<file path="src/rtl/pipeline_hazard_controller.sv">
// Hazard/sequencing control for a 5-stage pipeline without forwarding.
// Scoreboards in-flight register writes, stalls ID on RAW, and freezes fetch behind control transfers.

module hazardSbCell #(
  parameter int CNT_BITS = 2
) (
  input  logic                clk,
  input  logic                reset,
  input  logic                inc,
  input  logic                dec,
  output logic [CNT_BITS-1:0] cnt
);
  localparam logic [CNT_BITS-1:0] CNT_MAX = '1;

  // Simultaneous inc/dec cancel; out-of-range requests saturate instead of wrapping.
  always_ff @(posedge clk) begin
    if (reset)                                cnt <= '0;
    else if (inc && !dec && cnt != CNT_MAX)   cnt <= cnt + 1'b1;
    else if (dec && !inc && cnt != '0)        cnt <= cnt - 1'b1;
  end
endmodule

module pipeline_hazard_controller #(
  parameter int NREGS     = 32,
  parameter int CNT_BITS  = 2,
  parameter int PERF_BITS = 16
) (
  input  logic                 clk,
  input  logic                 reset,
  input  logic                 id_valid,
  input  logic [4:0]           id_rs,
  input  logic [4:0]           id_rt,
  input  logic                 id_uses_rs,
  input  logic                 id_uses_rt,
  input  logic                 id_RegWrite,
  input  logic [4:0]           id_WriteRegister,
  input  logic                 id_is_ctrl,
  input  logic                 wb_RegWrite,
  input  logic [4:0]           wb_WriteRegister,
  input  logic                 wb_ctrl_done,
  output logic                 pc_write,
  output logic                 pc_sel_wb,
  output logic                 if_id_write,
  output logic                 if_id_flush,
  output logic                 id_ex_bubble,
  output logic [PERF_BITS-1:0] stall_cycles
);
  typedef enum logic {RUN, CTRL_WAIT} state_t;

  localparam logic [PERF_BITS-1:0] STALL_MAX = '1;

  state_t                         state, stateNxt;
  logic [NREGS-1:0][CNT_BITS-1:0] pend;
  logic [NREGS-1:0]               incVec, decVec;
  logic                           rsHit, rtHit, raw, issue;

  assign rsHit = id_uses_rs && (id_rs != '0) && (pend[id_rs] != '0);
  assign rtHit = id_uses_rt && (id_rt != '0) && (pend[id_rt] != '0);
  assign raw   = id_valid && (rsHit || rtHit);
  assign issue = !reset && (state == RUN) && id_valid && !raw;

  // Register 0 is hardwired: its cell never sees inc/dec so it stays at zero.
  for (genvar g = 0; g < NREGS; g++) begin : gSb
    if (g == 0) begin : gZero
      assign incVec[g] = 1'b0;
      assign decVec[g] = 1'b0;
    end else begin : gReg
      assign incVec[g] = issue && id_RegWrite && (id_WriteRegister == 5'(g));
      assign decVec[g] = wb_RegWrite && (wb_WriteRegister == 5'(g));
    end

    hazardSbCell #(.CNT_BITS(CNT_BITS)) uCell (
      .clk   (clk),
      .reset (reset),
      .inc   (incVec[g]),
      .dec   (decVec[g]),
      .cnt   (pend[g])
    );
  end

  always_ff @(posedge clk) begin
    if (reset) state <= RUN;
    else       state <= stateNxt;
  end

  always_comb begin
    stateNxt     = state;
    pc_write     = 1'b0;
    pc_sel_wb    = 1'b0;
    if_id_write  = 1'b0;
    if_id_flush  = 1'b0;
    id_ex_bubble = 1'b0;
    if (reset) begin
      if_id_flush  = 1'b1;
      id_ex_bubble = 1'b1;
      stateNxt     = RUN;
    end else begin
      unique case (state)
        RUN: begin
          if (!id_valid) begin
            pc_write     = 1'b1;
            if_id_write  = 1'b1;
            id_ex_bubble = 1'b1;
          end else if (raw) begin
            id_ex_bubble = 1'b1;
          end else if (id_is_ctrl) begin
            // Control goes down the pipe; the wrong-path fetch behind it is squashed.
            if_id_flush = 1'b1;
            stateNxt    = CTRL_WAIT;
          end else begin
            pc_write    = 1'b1;
            if_id_write = 1'b1;
          end
        end
        CTRL_WAIT: begin
          id_ex_bubble = 1'b1;
          if (wb_ctrl_done) begin
            pc_write    = 1'b1;
            pc_sel_wb   = 1'b1;
            if_id_flush = 1'b1;
            stateNxt    = RUN;
          end
        end
        default: stateNxt = RUN;
      endcase
    end
  end

  always_ff @(posedge clk) begin
    if (reset)                                      stall_cycles <= '0;
    else if (id_ex_bubble && stall_cycles != STALL_MAX) stall_cycles <= stall_cycles + 1'b1;
  end
endmodule

</file>
<file path="config.mk">
export PLATFORM = sky130hd
export DESIGN_NAME = pipeline_hazard_controller
export DESIGN_NICKNAME = d
export VERILOG_FILES = /design/src/rtl/pipeline_hazard_controller.sv
export SDC_FILE = /design/constraint.sdc
export NUM_CORES = 1
export LEC_CHECK = 0
export BUFFER_PORTS_ARGS = -buffer_cell sky130_fd_sc_hd__clkbuf_2
export CORE_AREA = 2 2 106 108
export CTS_CLUSTER_DIAMETER = 200
export CTS_CLUSTER_SIZE = 16
export DETAILED_ROUTE_END_ITERATION = 16
export DIE_AREA = 0 0 108 110
export GPL_ROUTABILITY_DRIVEN = 1
export PLACE_DENSITY = 0.76
export SYNTH_ARGS = -nofsm -noshare
export SYNTH_HDL_FRONTEND = slang
export SYNTH_SLANG_ARGS = --single-unit
</file>
<file path="constraint.sdc">
create_clock -name clk -period 2.6 [get_ports clk]
set_input_delay 0.26 -clock clk [delete_from_list [all_inputs] [get_ports clk]]
set_output_delay 0.26 -clock clk [all_outputs]
set_load 0.02 [all_outputs]
</file>
# After elaboration in Yosys (flattened, before gate mapping)
# Cells that the tools add are included.
# classes
n_addsub	63
mul	0
div	0
n_lt_le_gt_ge	2
n_eq_ne	94
shifts	0
mux	87
bitwise_logic	1
reduce_logical	327
# op_table
operator	n
1-bit logical AND	196
5-bit == test (second input constant)	32
2-bit two-way mux	64
2-bit nonzero test	64
5-bit by 4-bit == test with 1-bit output (second input constant)	16
1-bit zero test	64
2-bit by 1-bit adder with 2-bit output (second input constant)	31
2-bit != test (second input constant)	31
2-bit by 1-bit subtractor with 2-bit output (second input constant)	31
5-bit by 3-bit == test with 1-bit output (second input constant)	8
2-bit binary-select mux with 5-bit select	2
5-bit by 2-bit == test with 1-bit output (second input constant)	4
1-bit two-way mux	17
16-bit by 1-bit adder with 16-bit output (second input constant)	1
16-bit != test (second input constant)	1
5-bit by 6-bit less-than comparator with 1-bit output (second input constant)	2
5-bit by 1-bit == test with 1-bit output (second input constant)	2
5-bit nonzero test	2
1-bit one-hot mux with 2 select lines	4
1-bit logical OR	1
1-bit inverter	1
# totals
reg_bits	79
latchBits	0
ramBits	0
romBits	0
out_inout_bits	21
elab_cells	607
n_memories	0

# Logic depth before layout (Yosys ltp)
# depth
ltp_word	15
ltp_mapped	12
ltp_nobuf	8

# Cells and area by module
# From an unflattened synthesis, not the netlist that was laid out.
# hier_totals
cells_unflattened	710
area_unflattened_um2	5529.1
# by_module_without_submodules
module	instances	cells_each	area_each_um2	seq_area_each_um2
hazardSbCell	32	12	103.8	40.0
pipeline_hazard_controller	1	326	2205.9	340.3

# Worst setup path before layout
# No wires, ideal clock.
# synth_path
path_type	input -> output
start	input port id_rt[0]
end	output port pc_write
arrival_ns	2.961
required_time_ns	2.340
path_slack_ns	-0.621
stages	11
n_path_buf	3
path_cell_list	buf_6 > nor3_1 > a21oi_1 > mux4_2 > a221oi_4 > nor2_2 > buf_6 > buf_6 > or3_1 > a211oi_1 > or2_1
# synth_via
elab_chain_cells	10
elab_cells_between_ends	12
cone_classes	mux: 6; reduce/logical: 6
# synth_rtl
item	line_no	rtl
start: declaration	32	input logic [4:0] id_rt,
2-bit binary-select mux with 5-bit select	58	assign rtHit = id_uses_rt && (id_rt != '0) && (pend[id_rt] != '0);
2-bit two-way mux (not written as such)	58	
2-bit nonzero test	58	
1-bit logical AND *	58	
1-bit logical OR *	59	assign raw = id_valid && (rsHit || rtHit);
1-bit logical AND *	59	
1-bit two-way mux *	104	end else if (raw) begin
1-bit two-way mux *	100	if (!id_valid) begin
1-bit one-hot mux with 2 select lines *	98	unique case (state)
1-bit two-way mux *	93	if (reset) begin
end: declaration	41	output logic pc_write,
# Mark *: on every way between the ends. The rest lies on a longest branch, timed or not. The select of a mux whose other input is x is not followed.

# Worst setup path in the final report
# layout_path
start	register gSb[12].uCell.cnt[1]
end	output port pc_write
# layout_via
elab_chain_cells	10
elab_cells_between_ends	14
cone_classes	mux: 8; reduce/logical: 6
# layout_rtl
item	line_no	rtl
start: declaration	11	output logic [CNT_BITS-1:0] cnt
start signal: assignment	18	else if (inc && !dec && cnt != CNT_MAX) cnt <= cnt + 1'b1;
start signal: assignment	19	else if (dec && !inc && cnt != '0) cnt <= cnt - 1'b1;
2-bit binary-select mux with 5-bit select (on tied branches)	57, 58	
2-bit two-way mux (on tied branches)	57, 58	
2-bit nonzero test (on tied branches)	57, 58	
1-bit logical AND (on tied branches)	57, 58	
1-bit logical OR *	59	
1-bit logical AND *	59	
1-bit two-way mux *	104	
1-bit two-way mux *	100	
1-bit one-hot mux with 2 select lines *	98	
1-bit two-way mux *	93	
# Marked as above.

==> impl_results.md <==
* Status: finished, violations left
* Failing checks: capacitance limit, slew limit, setup timing
* Synth top area cells: dfxtp_1, nor2_1, a21oi_1, nand2_1, nor3_1
* GRT Util Overall at 40.3%
* DR WL/cell at 26.6 um
* Final net count at 1015
* Req. time, crit path at 2.34 ns
* Final Non-Filler Cells at 1131
* First-pass GRT wire length at 37100 um
* Yosys reg bits at 79
* Area Growth Syn to Fin at 57.7%
* Post-Route WL at 30000 um
* Crit path launch: gSb[12].uCell.cnt[1]
* Layout cells sized above 1 at 42.9%
* Reg-to-Reg Start: gSb[12].uCell.cnt[1]
* Hold slack at 0.169 ns
* Hold_sp: wb_ctrl_done
* Vias/cell at 7.54
* Yosys top cell area share at 27.5%
* Hold_buf cts at 0
* FP Rows at 38
* CTS H-tree depth at 3
* Initial DRC Count at 1428
* CTS Buf Count at 9
* Most frequent cells in the layout: buf_4, nor2_1, nand2_1, dfxtp_1, a21oi_1
* Syn avg cell area at 7.44 sq um
* Max Cap Viol at 1
* Crit start category: flip-flop
* # DRC at 0
* Worst-Skew Late Latency at 0.41 ns
* Most common cell after layout, fill and taps aside: buf_4
* Cell count of the worst reg-to-reg path at 14
* Rel. slew slack at -9.63%
* Sequential element share of the synthesized area at 27.5%
* Overflow after GRT at 0
* Top delay family on crit path: simple AND/OR/NAND/NOR gates
* WP depth at 10
* Net count after synthesis at 803
* Yosys top cell by area: dfxtp_1
* Initial Util at 53.8%
* Fmax at 291 MHz
* YS warnings at 0
* DP HPWL at 15000 um
* Final Max Tran Viols at 5
* Cells after synthesis at 773
* Core ar. at 10700 sq um
* CP Data Arrival Time at 3.18 ns
* Crit path largest cell delay at 0.57 ns
* P_leak at 3.14 nW
* Unique masters post-synth at 63
* Final hold viol count at 0
* Chip Width at 108 um
* Final clock skew at 0.0197 ns
* Input/output buffers at 49
* Sink Count at 79
* Setup violation total in the final timing report at 82
* Post-synth EDFFs at 0
* Worst min path class: input pin to flip-flop
* CTS max path bufs at 2
* Reg2Reg Setup Slack at -0.78 ns
* DIE AREA at 11900 sq um
* CP endpoint: pc_write
* Dpl ws at -0.456 ns
* Routed via count at 8529
* Initial antenna violation count at 1
* Total power at 3.13 mW
* Critical-path top delay cell: mux4_2
* Kind of end point of the critical path: output pin
* Bufs and invs on worst path at 2
* Worst hold stages at 3
* Final WS setup at -0.835 ns
* Vias in the first global route at 7350
* Dpl cells at 1045
* Root buf cell: clkbuf_8
* Tmin final at 3.44 ns
* Setup repair after global routing missed its margin: true
* Mapped Area at 5750 sq um
* Peak VDD IR at 0.342 mV
* Tcrit/Tclk final at 132%
* Total power per unit cell area at 344 nW/um^2
* Clock Pin Slew Worst Setup and Hold Paths at 0.10 ns
* Largest net degree at the start of global routing at 65
* Critical setup path kind: flip-flop to output pin
* Main flop type after synthesis: dfxtp_1
* Drt pass-1 iters at 7
* Final antenna-violating net count at 0
* Worst Tran Pin Value at 1.63 ns
* R2r endpoint: gSb[30].uCell.cnt[0]
* Asr flop ratio synth at 0%
* Crit path cell chain: nor3_2, a21oi_1, mux4_2, o311a_1, and2_4, buf_12, or3_4, a211oi_4, or2_4, buf_8
* Io pins at 50
* Die Ht at 110 um
* CP max FO at 3
* CTS tree: yes
* Gpl congestion at 0.977
-- layer usage --
layer	wire [um]	track usage [%]	share of wire, %
met5	0	0	0
met4	3190	30.2	11
met3	4290	8.41	14
met2	12900	67.3	43
met1	9700	45.6	32
-- kinds of logic (layout without fill, tap and decap cells) --
group | Yosys count | after routing | share of synthesized area, %
buf+inv | 76 | 293 | 6.00
fa+ha+maj | 1 | 1 | 0.217
simple gates | 371 | 371 | 34.8
flops | 79 | 79 | 27.5
mux | 16 | 16 | 4.13
other cells | 0 | 1 | 0
compound gates | 230 | 230 | 27.4
-- flip-flops by register name, indices dropped and copies added (netlist names) --
| register | cells |
|---|---|
| stall_cycles | 16 |
| gSb.uCell.cnt | 62 |
| state | 1 |
-- synth_stat cells, drive strengths merged, types with 7 or more instances --
library cell / count
nand3: 18
inv: 34
buf: 18
clkbuf: 23
or2: 8
a2111oi: 12
nor4: 27
a41oi: 10
o21a: 10
o31ai: 21
o2111ai: 7
nor2: 87
nor3: 50
a221o: 10
or4b: 13
o211ai: 9
o311ai: 9
nand2b: 25
or3: 7
dfxtp: 79
nand2: 66
and2: 15
a21oi: 58
or4: 17
o21ai: 47
nor2b: 7
a31oi: 13
nand4: 8
mux2i: 8
nor3b: 10
-- timing repair --
action                                  4_1_cts  5_1_grt
endpoints found under the setup margin       74       82
buffers inserted                             31       41
pin swaps                                    59       74
resized for setup                           186      109
gates cloned                                  4        2
-- worst reg2reg max path: stages (launching register included) --
cell     delay [ns]
dfxtp_2        0.37
nor3_2         0.20
a21oi_1        0.07
mux4_2         0.57
o311a_1        0.36
and2_4         0.17
buf_4          0.13
buf_6          0.11
buf_12         0.14
buf_12         0.14
buf_8          0.12
nor4_4         0.34
buf_4          0.20
mux2i_1        0.21
a31oi_1        0.10
-- through the flow --
step | util [%] | cell area (sq um) | TNS, ns
6_report | 84.8 | 9070 | -46.12
5_1_grt | 84.8 | 9070 | -47.17
4_1_cts | 78.7 | 8420 | -22.40
3_5_place_dp | 65.6 | 7020 | -18.66
3_3_place_gp | 65.6 | 7020 | -13.72
2_1_floorplan | - | 5820 | -0.810
-- how the worst min path moves through the flow --
| stage | to | slack (ns) |
|---|---|---|
| final | state | 0.17 |
| after detailed placement | stall_cycles[9] | 0.49 |
| after global routing | state | 0.20 |
| after global placement | stall_cycles[9] | 0.47 |
| after floorplan | state | 0.43 |
| after CTS | state | 0.16 |
-- power breakdown --
group	switching, mW	total, mW	internal [mW]
registers	0.0181	1.23	1.21
clock network	0.504	1.02	0.520
logic	0.490	0.873	0.384
-- final cells by class --
type | count | area [sq um]
Antenna cell | 1 | 2.50
Fill cell | 532 | 1620
Tap cell | 140 | 175
Sequential cell | 79 | 1620
Timing Repair Buffer | 242 | 2230
Multi-Input combinational cell | 618 | 4710
Inverter | 35 | 131
Clock inverter | 3 | 40.0
Clock buffer | 13 | 169
No activity file was read; power rests on OpenSTA's default activity.
